<file path="src/rtl/muldiv_pkg.sv">
// Shared definitions for the HI/LO multiply/divide unit: op codes, FSM states, default width.
// MULDIV_ITER_MUL_EN adds the MUL_RUN state used by the iterative multiplier build.
package muldiv_pkg;

  localparam int DEFAULT_WIDTH = 32;

  localparam logic [2:0] MD_MULT  = 3'b000;
  localparam logic [2:0] MD_MULTU = 3'b001;
  localparam logic [2:0] MD_DIV   = 3'b010;
  localparam logic [2:0] MD_DIVU  = 3'b011;
  localparam logic [2:0] MD_MTHI  = 3'b100;
  localparam logic [2:0] MD_MTLO  = 3'b101;

  typedef enum logic [1:0] {
    S_IDLE    = 2'd0,
`ifdef MULDIV_ITER_MUL_EN
    S_MUL_RUN = 2'd1,
`endif
    S_DIV_RUN = 2'd2,
    S_FINISH  = 2'd3
  } md_state_e;

endpackage

</file>
<file path="src/rtl/muldiv_if.sv">
// Decoder-facing request bus and HI/LO result bus of the multiply/divide unit.
interface muldiv_if #(parameter int WIDTH = muldiv_pkg::DEFAULT_WIDTH);
  logic             start;
  logic [2:0]       op;
  logic [WIDTH-1:0] a;
  logic [WIDTH-1:0] b;
  logic             flush;
  logic             busy;
  logic             done;
  logic [WIDTH-1:0] hi;
  logic [WIDTH-1:0] lo;

  modport master (output start, op, a, b, flush, input busy, done, hi, lo);
  modport slave  (input start, op, a, b, flush, output busy, done, hi, lo);
endinterface

</file>
<file path="src/rtl/muldiv_div_core.sv">
// Restoring radix-2 divider on unsigned magnitudes: one quotient bit per cycle for WIDTH cycles.
// done is high during the final iteration; quotient/remainder are valid from the following cycle.
module div_core #(
  parameter int WIDTH = muldiv_pkg::DEFAULT_WIDTH,
  parameter int CNT_W = 6
) (
  input  logic             clk,
  input  logic             rst,
  input  logic             clear,
  input  logic             start,
  input  logic [WIDTH-1:0] dividend,
  input  logic [WIDTH-1:0] divisor,
  output logic             done,
  output logic [WIDTH-1:0] quotient,
  output logic [WIDTH-1:0] remainder
);

  logic             running;
  logic [CNT_W-1:0] cnt;
  logic [WIDTH-1:0] quo, rem, dsr;
  logic [WIDTH:0]   trial, diff;

  // Shift the next dividend bit into the partial remainder and try subtracting the divisor.
  assign trial = {rem, quo[WIDTH-1]};
  assign diff  = trial - {1'b0, dsr};

  always_ff @(posedge clk or posedge rst) begin
    if (rst) begin
      running <= 1'b0;
      cnt     <= '0;
      quo     <= '0;
      rem     <= '0;
      dsr     <= '0;
    end else if (clear) begin
      running <= 1'b0;
      cnt     <= '0;
    end else if (start) begin
      running <= 1'b1;
      cnt     <= CNT_W'(WIDTH - 1);
      quo     <= dividend;
      rem     <= '0;
      dsr     <= divisor;
    end else if (running) begin
      quo <= {quo[WIDTH-2:0], ~diff[WIDTH]};
      rem <= diff[WIDTH] ? trial[WIDTH-1:0] : diff[WIDTH-1:0];
      if (cnt == '0) running <= 1'b0;
      else           cnt     <= cnt - 1'b1;
    end
  end

  assign done      = running && (cnt == '0);
  assign quotient  = quo;
  assign remainder = rem;

endmodule

</file>
<file path="src/rtl/muldiv_unit.sv">
// Execute-stage multiply/divide unit owning HI/LO; stalls the pipeline through busy while iterating.
// Define MULDIV_ITER_MUL_EN for a WIDTH-cycle shift-add multiplier instead of the one-cycle multiply.
module muldiv_unit
  import muldiv_pkg::*;
#(
  parameter int WIDTH = DEFAULT_WIDTH,
  parameter int CNT_W = 6
) (
  input logic     clk,
  input logic     rst,
  muldiv_if.slave bus
);

  md_state_e        state, state_next;
  logic [WIDTH-1:0] hi_q, lo_q, hi_next, lo_next, saved_a;
  logic [WIDTH-1:0] mag_a, mag_b, quotient, remainder;
  logic             wr_hi, wr_lo, idle_wr, done_q;
  logic             neg_q, neg_r, dbz, is_signed, accept;
  logic             div_start, div_done;

  function automatic logic [WIDTH-1:0] mag(input logic [WIDTH-1:0] x, input logic sgn);
    return (sgn && x[WIDTH-1]) ? -x : x;
  endfunction

  assign accept    = bus.start && !bus.flush && (state == S_IDLE);
  assign is_signed = (bus.op == MD_MULT) || (bus.op == MD_DIV);
  assign mag_a     = mag(bus.a, is_signed);
  assign mag_b     = mag(bus.b, is_signed);

  div_core #(.WIDTH(WIDTH), .CNT_W(CNT_W)) u_div (
    .clk      (clk),
    .rst      (rst),
    .clear    (bus.flush),
    .start    (div_start),
    .dividend (mag_a),
    .divisor  (mag_b),
    .done     (div_done),
    .quotient (quotient),
    .remainder(remainder)
  );

`ifdef MULDIV_ITER_MUL_EN
  logic [2*WIDTH:0] mul_p;
  logic [WIDTH:0]   mul_sum;
  logic [WIDTH-1:0] mul_a;
  logic [CNT_W-1:0] mul_cnt;
  logic             mul_start, is_mul;

  // Accumulate the multiplicand into the upper half when the current multiplier bit is set, then shift right.
  assign mul_sum = mul_p[2*WIDTH:WIDTH] + (mul_p[0] ? {1'b0, mul_a} : '0);

  always_ff @(posedge clk or posedge rst) begin
    if (rst) begin
      mul_p   <= '0;
      mul_a   <= '0;
      mul_cnt <= '0;
      is_mul  <= 1'b0;
    end else begin
      if (accept) is_mul <= (bus.op == MD_MULT) || (bus.op == MD_MULTU);
      if (mul_start) begin
        mul_p   <= {{(WIDTH+1){1'b0}}, mag_b};
        mul_a   <= mag_a;
        mul_cnt <= CNT_W'(WIDTH - 1);
      end else if (state == S_MUL_RUN) begin
        mul_p <= {1'b0, mul_sum, mul_p[WIDTH-1:1]};
        if (mul_cnt != '0) mul_cnt <= mul_cnt - 1'b1;
      end
    end
  end
`else
  logic [2*WIDTH-1:0] ext_a, ext_b, prod;

  // Sign-extending to 2*WIDTH makes the truncated unsigned product correct for both signednesses.
  assign ext_a = is_signed ? {{WIDTH{bus.a[WIDTH-1]}}, bus.a} : {{WIDTH{1'b0}}, bus.a};
  assign ext_b = is_signed ? {{WIDTH{bus.b[WIDTH-1]}}, bus.b} : {{WIDTH{1'b0}}, bus.b};
  assign prod  = ext_a * ext_b;
`endif

  always_ff @(posedge clk or posedge rst) begin
    if (rst) begin
      state   <= S_IDLE;
      hi_q    <= '0;
      lo_q    <= '0;
      done_q  <= 1'b0;
      neg_q   <= 1'b0;
      neg_r   <= 1'b0;
      dbz     <= 1'b0;
      saved_a <= '0;
    end else begin
      state  <= state_next;
      done_q <= idle_wr;
      if (wr_hi) hi_q <= hi_next;
      if (wr_lo) lo_q <= lo_next;
      if (accept) begin
        neg_q   <= is_signed && (bus.a[WIDTH-1] ^ bus.b[WIDTH-1]);
        neg_r   <= is_signed && bus.a[WIDTH-1];
        dbz     <= (bus.b == '0);
        saved_a <= bus.a;
      end
    end
  end

  always_comb begin
    state_next = state;
    wr_hi      = 1'b0;
    wr_lo      = 1'b0;
    hi_next    = hi_q;
    lo_next    = lo_q;
    idle_wr    = 1'b0;
    div_start  = 1'b0;
`ifdef MULDIV_ITER_MUL_EN
    mul_start  = 1'b0;
`endif
    unique case (state)
      S_IDLE: begin
        if (accept) begin
          case (bus.op)
            MD_MULT, MD_MULTU: begin
`ifdef MULDIV_ITER_MUL_EN
              mul_start  = 1'b1;
              state_next = S_MUL_RUN;
`else
              {hi_next, lo_next} = prod;
              wr_hi   = 1'b1;
              wr_lo   = 1'b1;
              idle_wr = 1'b1;
`endif
            end
            MD_DIV, MD_DIVU: begin
              div_start  = 1'b1;
              state_next = S_DIV_RUN;
            end
            MD_MTHI: begin
              hi_next = bus.a;
              wr_hi   = 1'b1;
              idle_wr = 1'b1;
            end
            MD_MTLO: begin
              lo_next = bus.a;
              wr_lo   = 1'b1;
              idle_wr = 1'b1;
            end
            default: ;
          endcase
        end
      end
`ifdef MULDIV_ITER_MUL_EN
      S_MUL_RUN: if (mul_cnt == '0) state_next = S_FINISH;
`endif
      S_DIV_RUN: if (div_done) state_next = S_FINISH;
      S_FINISH: begin
        state_next = S_IDLE;
        wr_hi      = 1'b1;
        wr_lo      = 1'b1;
`ifdef MULDIV_ITER_MUL_EN
        if (is_mul)
          {hi_next, lo_next} = neg_q ? -mul_p[2*WIDTH-1:0] : mul_p[2*WIDTH-1:0];
        else
`endif
        if (dbz) begin
          hi_next = saved_a;
          lo_next = '1;
        end else begin
          lo_next = neg_q ? -quotient : quotient;
          hi_next = neg_r ? -remainder : remainder;
        end
      end
      default: state_next = S_IDLE;
    endcase
    // A flush aborts whatever is in flight and suppresses every register write.
    if (bus.flush) begin
      state_next = S_IDLE;
      wr_hi      = 1'b0;
      wr_lo      = 1'b0;
      idle_wr    = 1'b0;
      div_start  = 1'b0;
`ifdef MULDIV_ITER_MUL_EN
      mul_start  = 1'b0;
`endif
    end
  end

  assign bus.hi   = hi_q;
  assign bus.lo   = lo_q;
  assign bus.busy = (state != S_IDLE);
  assign bus.done = !bus.flush && (done_q || (state == S_FINISH));

endmodule

</file>
<file path="src/flat_wrapper.sv">
// flat-port wrapper written by rule: the top's interface ports become plain ports
module muldiv_unit_flat import muldiv_pkg::*;
#(
  parameter int WIDTH = DEFAULT_WIDTH,
  parameter int CNT_W = 6
)
  (clk, rst, bus_start, bus_op, bus_a, bus_b, bus_flush, bus_busy, bus_done, bus_hi, bus_lo);
  muldiv_if #(.WIDTH(WIDTH)) bus_i ();
  input logic clk;
  input logic rst;
  input wire logic [$bits(bus_i.start)-1:0] bus_start;
  input wire logic [$bits(bus_i.op)-1:0] bus_op;
  input wire logic [$bits(bus_i.a)-1:0] bus_a;
  input wire logic [$bits(bus_i.b)-1:0] bus_b;
  input wire logic [$bits(bus_i.flush)-1:0] bus_flush;
  output wire logic [$bits(bus_i.busy)-1:0] bus_busy;
  output wire logic [$bits(bus_i.done)-1:0] bus_done;
  output wire logic [$bits(bus_i.hi)-1:0] bus_hi;
  output wire logic [$bits(bus_i.lo)-1:0] bus_lo;
  assign bus_i.start = bus_start;
  assign bus_i.op = bus_op;
  assign bus_i.a = bus_a;
  assign bus_i.b = bus_b;
  assign bus_i.flush = bus_flush;
  assign bus_busy = bus_i.busy;
  assign bus_done = bus_i.done;
  assign bus_hi = bus_i.hi;
  assign bus_lo = bus_i.lo;
  muldiv_unit #(.WIDTH(WIDTH), .CNT_W(CNT_W)) u_core (.clk(clk), .rst(rst), .bus(bus_i));
endmodule
</file>
<file path="config.mk">
export PLATFORM = sky130hd
export DESIGN_NAME = muldiv_unit_flat
export DESIGN_NICKNAME = d
export VERILOG_FILES = /design/src/rtl/muldiv_pkg.sv /design/src/rtl/muldiv_if.sv /design/src/rtl/muldiv_div_core.sv /design/src/rtl/muldiv_unit.sv /design/src/flat_wrapper.sv
export SDC_FILE = /design/constraint.sdc
export NUM_CORES = 2
export LEC_CHECK = 0
export BUFFER_PORTS_ARGS = -buffer_cell sky130_fd_sc_hd__buf_2
export CORE_ASPECT_RATIO = 1.2
export CORE_MARGIN = 3
export CORE_UTILIZATION = 30
export DETAILED_ROUTE_END_ITERATION = 6
export GPL_ROUTABILITY_DRIVEN = 0
export PLACE_DENSITY = 0.58
export RECOVER_POWER = 50
export REMOVE_ABC_BUFFERS = 1
export SYNTH_ARGS = -nofsm -noshare
export SYNTH_HDL_FRONTEND = slang
export SYNTH_SLANG_ARGS = --single-unit
</file>
<file path="constraint.sdc">
create_clock -name clk -period 7.23 [get_ports clk]
set_input_delay 1.446 -clock clk [delete_from_list [all_inputs] [get_ports clk]]
set_output_delay 1.446 -clock clk [all_outputs]
set_load 0.05 [all_outputs]
</file>
Word-level counts from Yosys, hierarchy flattened
Index checks and enable logic that the tools add are counted.
{ "op_classes": {"div": 0, "n_bitwise": 3, "eq_ne": 14, "n_mul": 1, "magnitude_cmp": 0, "shifts": 0, "reduce_logical": 29, "addsub": 6, "mux": 48} }
{ "op_table": {"columns": ["operator", "count"], "rows": [
  ["2-to-1 mux 32 bit", 13],
  ["case mux 32 bit (2 select lines)", 4],
  ["2-to-1 mux 64 bit", 2],
  ["negation 32 bit", 4],
  ["multiplier 64 x 64 -> 64 bit", 1],
  ["subtractor 33 x 32 -> 33 bit", 1],
  ["logical NOT 32 bit", 1],
  ["2-to-1 mux 6 bit", 4],
  ["2-to-1 mux 1 bit", 18],
  ["!= test 3 x 2 -> 1 bit, second input constant", 3],
  ["!= test 3 bit, second input constant", 3],
  ["2-to-1 mux 2 bit", 4],
  ["AND reduction 4 bit", 2],
  ["logical AND 1 bit", 7],
  ["== test 3 x 2 -> 1 bit, second input constant", 2],
  ["== test 3 bit, second input constant", 2],
  ["logical NOT 6 bit", 1],
  ["AND reduction 2 bit", 3],
  ["nonzero test 2 bit", 3],
  ["OR reduction 3 bit", 2],
  ["subtractor 6 x 1 -> 6 bit, second input constant", 1],
  ["== test 2 bit, second input constant", 2],
  ["case mux 1 bit (2 select lines)", 2],
  ["case mux 2 bit (2 select lines)", 1],
  ["12 further kinds", 15]
]} }
{ "totals": {"ramBits": 0, "mem_bits_ro": 0, "output_inout_bits": 66, "regBits": 205, "n_memories": 0, "in_bits": 71, "latchBits": 0} }

Logic depth before layout (Yosys ltp)
{ "logic_depth": {"depth_word": 8, "ltp_mapped": 38, "ltp_nobuf": 35} }

Cells and area by module
A second synthesis with hierarchy kept.
{ "unflattened": {"hier_cells": 6844, "area_unflattened_um2": 61542.8} }
{ "modules_own_cells": {"columns": ["mod", "area_per_inst_um2", "instances", "cells_each"], "rows": [
  ["muldiv_unit", 55310.5, 1, 6157],
  ["div_core", 6232.2, 1, 687]
]} }

Worst setup path before layout
No wires, ideal clock.
{ "synth_timing": {"path_kind": "input port to flip-flop", "from": "input port bus_a[31]", "to": "register u_core.hi_q[31], in the netlist u_core.bus.hi[31]", "t_arrival_ns": 10.648, "n_path_buf": 4, "cell_stages": 33, "t_required_ns": 7.135, "path_slack_ns": -3.514, "cell_sequence": "clkbuf_1 and2_1 clkbuf_1 clkbuf_1 buf_1 nand2_1 fa_1 inv_1 fa_1 fa_1 inv_1 fa_1 inv_1 fa_1 fa_1 fa_1 fa_1 fa_1 inv_1 fa_1 inv_1 ha_1 and2_1 o21a_1 o21ai_0 nand2b_1 a21o_1 a21o_1 a21oi_1 nor2b_1 a311oi_1 xnor2_1 o31ai_1"} }
{ "synth_via": {"elab_chain_len": 5} }
{ "synth_lines": {"columns": ["element", "line", "source"], "rows": [
  ["start, declared", "flat_wrapper.sv:13", "input wire logic [$bits(bus_i.a)-1:0] bus_a;"],
  ["2-to-1 mux 64 bit", "muldiv_unit.sv:74", "assign ext_a = is_signed ? {{WIDTH{bus.a[WIDTH-1]}}, bus.a} : {{WIDTH{1'b0}}, bus.a};"],
  ["multiplier 64 x 64 -> 64 bit", "muldiv_unit.sv:76", "assign prod = ext_a * ext_b;"],
  ["case mux 32 bit (2 select lines) *", "muldiv_unit.sv:117", "case (bus.op)"],
  ["2-to-1 mux 32 bit *", "muldiv_unit.sv:116", "if (accept) begin"],
  ["case mux 32 bit (2 select lines) *", "muldiv_unit.sv:114", "unique case (state)"],
  ["end signal, assigned", "muldiv_unit.sv:92", "if (wr_hi) hi_q <= hi_next;"],
  ["end, declared", "muldiv_unit.sv:15", "logic [WIDTH-1:0] hi_q, lo_q, hi_next, lo_next, saved_a;"]
]} }
Mark *: on every way between the ends. The rest lies on a longest branch, timed or not. The select of a mux whose other input is x is not followed.
A chain may end at the register's enable or synchronous reset.

Final worst setup path
{ "layout_timing": {"from": "input port bus_op[2]", "to": "register u_core.hi_q[24], in the netlist u_core.bus.hi[24]"} }
{ "layout_via": {"elab_chain_len": 7, "elab_cells_between_ends": 19, "cone_classes": "mul: 1; eq/ne: 4; mux: 9; reduce/logical: 5"} }
{ "layout_lines": {"columns": ["element", "line", "source"], "rows": [
  ["start, declared", "flat_wrapper.sv:12", "input wire logic [$bits(bus_i.op)-1:0] bus_op;"],
  ["== test 3 x 2 -> 1 bit (tied with other cells)", "muldiv_unit.sv:26", "assign is_signed = (bus.op == MD_MULT) || (bus.op == MD_DIV);"],
  ["logical OR 1 bit / OR reduction 3 bit (equally long branches)", null, null],
  ["2-to-1 mux 64 bit (tied with other cells)", "muldiv_unit.sv:74", null],
  ["multiplier 64 x 64 -> 64 bit / 2-to-1 mux 1 bit (equally long branches)", "muldiv_unit.sv:76, muldiv_unit.sv:116", null],
  ["case mux 32 bit (2 select lines) / case mux 1 bit (2 select lines) (equally long branches)", "muldiv_unit.sv:117, muldiv_unit.sv:114", null],
  ["2-to-1 mux 32 bit / 2-to-1 mux 1 bit (equally long branches)", "muldiv_unit.sv:116, muldiv_unit.sv:171", null],
  ["case mux 32 bit (2 select lines) / AND reduction 4 bit (equally long branches)", null, null]
]} }
Parallel ways exist; a longest one is shown, timed or not. The select of a mux whose other input is x is not followed.

==> flow_metrics.py <==
metrics = {
    "floorplanning": {
        "fp.dieArea_sq_um": 211000,
        "io_pins": 137,
        "die_h_microns": 503,
        "core.rowCount": 181,
        "core_area_sq_um": 204000,
        "initial_core_util_pct": 30.3,
        "die_w_microns": 420,
    },
    "synthesis": {
        "ys_types": 81,
        "synth_top_area_share_pct": 46.2,
        "syn_area_sq_um": 61700,
        "ys_warn_count": 0,
        "async_reset_ff_share_pct": 100,
        "synth_ff_type": "dfrtp_1",
        "netlist_instances": 6822,
        "syn_avg_cell_area_sq_um": 9.04,
        "synth.largest_area_cell": "fa_1",
        "seq_area_frac_synth_pct": 8.32,
        "synth_seq_cells": 205,
        "synth_edf_count": 0,
        "yosys-top-cells-area": "fa_1 (46%), inv_1 (9.7%), dfrtp_1 (8.3%), ha_1 (7.0%), nand2_1 (5.3%)",
    },
    "timing": {
        "hold_ws_ns": 0.471,
        "fmax_ghz": 0.106,
        "fin_skew_ns": 0.0360,
        "finalMaxSlewViolations": 208,
        "tightest_slew_ns": 4.67,
        "fin_ws_ns": -2.22,
        "finalHoldViolations": 0,
        "finalCritPeriodShare_pct": 131,
        "slew_headroom_pct": -212,
        "rsz0062_at_grt": "true",
        "setup_viol": 52,
        "period_minus_slack_ns": 9.45,
    },
    "cells_and_area": {
        "area_growth_pct": 24.2,
        "final_net_count": 9364,
        "layout-drive-gt1-share_pct": 21.9,
        "n_fill_cell": 20100,
    },
    "status": {
        "violations": "max-capacitance violations, max-slew violations, negative setup slack",
        "outcome": "complete, but fails checks",
    },
    "clock_network": {
        "tritoncts": "yes",
        "clk_pin_slew_ns": 0.06,
        "h-tree-depth": 1,
        "cts.sinks": 205,
        "cts_buffers": 23,
        "cts_hold_buf": 0,
        "clock_latency_ns": 0.62,
        "clk_path_buf_depth": 3,
        "root_buffer": "clkbuf_16",
    },
    "placement": {
        "dpl.hpwl_microns": 184000,
        "portBuffers": 136,
    },
    "worst_setup_path": {
        "worst_path_largest_cell_delay_ns": 0.63,
        "required_ns": 7.70,
        "cp-start-kind": "primary input",
        "setup.worst_path.start": "bus_op[2]",
        "slowest_stage": "fa_2",
        "r2r-end": "u_core.u_div.quotient[20]",
        "ff2ff_path_depth": 8,
        "worstPathArrival_ns": 9.91,
        "r2r_slack_ns": 2.91,
        "endpoint_kind": "register",
        "r2r_start": "u_core.state[1]",
        "crit_fanout": 4,
        "cp_common_cell": "fa_1",
        "worst-setup-path-type": "primary input to register",
    },
    "run": {
        "cap_violations": 2,
    },
    "hold_path": {
        "hold_class": "register to register",
        "hold_path_startpoint": "u_core.bus.lo[22]",
        "holdPathEnd": "u_core.bus.lo[22]",
        "min_path_cells": 2,
    },
    "detailed_routing": {
        "drc": 0,
        "viasPerCell": 4.85,
        "postRouteAntennaNets": 0,
        "routed_wirelength_microns": 219000,
        "vias": 49400,
        "drt_pass1_iterations": 6,
        "wl_per_cell_microns": 21.5,
        "drt_iter0_markers": 2991,
    },
    "global_routing": {
        "grt_overflow_total": 0,
        "antenna_found_initial": 11,
        "grt_usage_pct": 21.0,
        "grt_pass1_vias": 55000,
        "grt_pass1_wl_microns": 335000,
        "grt_max_degree": 115,
    },
}
## worst max path at each step
| stage | end | slack, ns |
|---|---|---|
| floorplan | u_core.bus.hi[31] | -3.85 |
| global placement | u_core.bus.hi[25] | -3.51 |
| detailed placement | u_core.bus.hi[25] | -3.49 |
| CTS | u_core.bus.hi[31] | -2.13 |
| global route | u_core.bus.hi[31] | -2.45 |
| finish | u_core.bus.hi[24] | -2.22 |
## worst max-delay path: cells and delay by family
family	cells	cell delay, ns
AOI/OAI and AO/OA	3	0.47
adders and majority gates	11	5.47
buffers and inverters	15	1.59
muxes	1	0.16
and+or+nand+nor	6	0.75
## state kept, by name, indices dropped and copies added (netlist names)
| register | cells |
|---|---|
| u_core.u_div.running | 1 |
| u_core.u_div.dsr | 32 |
| u_core.done_q | 1 |
| u_core.dbz | 1 |
| u_core.u_div.remainder | 32 |
| u_core.neg_q | 1 |
| u_core.bus.hi | 32 |
| u_core.u_div.cnt | 6 |
| u_core.saved_a | 32 |
| u_core.u_div.quotient | 32 |
| u_core.bus.lo | 32 |
| u_core.state | 2 |
| u_core.neg_r | 1 |
## cell type report
cell class	count	area [sq um]	area share (%)
tap	2653	3320	4.33
clock inverter	8	120	0.157
timing repair buffer	1064	9840	12.9
sequential	205	5130	6.70
inverter	1587	5970	7.79
multi-input combinational	4641	51500	67.2
antenna	6	15.0	0.0196
clock buffer	32	689	0.900
## metrics by stage
stage	util (%)	TNS [ns]	worst slack (ns)	instance area, sq um	std cells
6_report	37.6	-84.12	-2.22	76600	10200
5_1_grt	37.6	-103.99	-2.45	76600	10200
4_1_cts	37.1	-77.93	-2.13	75400	10200
3_5_place_dp	34.9	-148.02	-3.49	71000	10000
3_3_place_gp	34.9	-146.18	-3.51	71000	10000
2_1_floorplan	-	-108.43	-3.85	60200	6433
## cell usage after synthesis, drive strengths merged, types with 25 or more instances
cell type,instances
mux2,34
nand3,31
xor2,88
nand2b,25
ha,347
nor2,160
xnor2,165
mux2i,42
o21ai,287
or3,25
o31ai,30
nand2,864
fa,1424
dfrtp,205
inv,1586
o22ai,34
and2,503
a21oi,217
a21o,59
clkbuf,328
buf,61
and3,41
nor3,37
## per-layer routing
metal	track usage (%)	part of all wire [%]
met1	25.4	39
met2	36.2	49
met3	2.26	5.0
met4	11.9	6.9
met5	0	0
## kinds of logic (layout without fill, tap and decap cells)
group / count (synthesis) / after routing / share of synthesized area (%)
and+or+nand+nor: 1765 / 1765 / 13.8
other: 0 / 6 / 0
muxes: 76 / 76 / 1.30
DFF: 205 / 205 / 8.32
adders and majority gates: 1774 / 1774 / 53.3
xor gates and xnor gates: 253 / 253 / 3.59
buffers and inverters: 1976 / 2691 / 12.1
AOI/OAI and AO/OA: 773 / 773 / 7.54
## cell usage in the layout, fill, tap and decap left out, types with 41 or more instances in the layout
| cell | synthesis | final |
|---|---|---|
| buf_12 | 0 | 97 |
| fa_1 | 1424 | 1347 |
| and2_1 | 502 | 480 |
| buf_2 | 8 | 89 |
| mux2i_1 | 42 | 41 |
| dfrtp_1 | 205 | 204 |
| a21oi_1 | 216 | 171 |
| o21ai_1 | 7 | 48 |
| nand2_1 | 864 | 827 |
| fa_2 | 0 | 77 |
| a21o_1 | 59 | 58 |
| nor2_1 | 160 | 149 |
| xnor2_1 | 165 | 153 |
| buf_6 | 1 | 124 |
| xor2_1 | 88 | 85 |
| buf_4 | 3 | 712 |
| inv_2 | 0 | 84 |
| ha_4 | 0 | 60 |
| inv_1 | 1586 | 1498 |
| ha_1 | 347 | 284 |
| o21ai_0 | 277 | 201 |
## what timing repair did
action                                  4_1_cts  5_1_grt
setup buffers                               108       41
resized for setup                           688      223
cloned                                        5        0
endpoints found under the setup margin       55       55
pin swaps                                   328      217
Power is left out: the tool's default activity adds up to more than one toggle a clock period on the data nets, which glitch-free logic cannot reach.
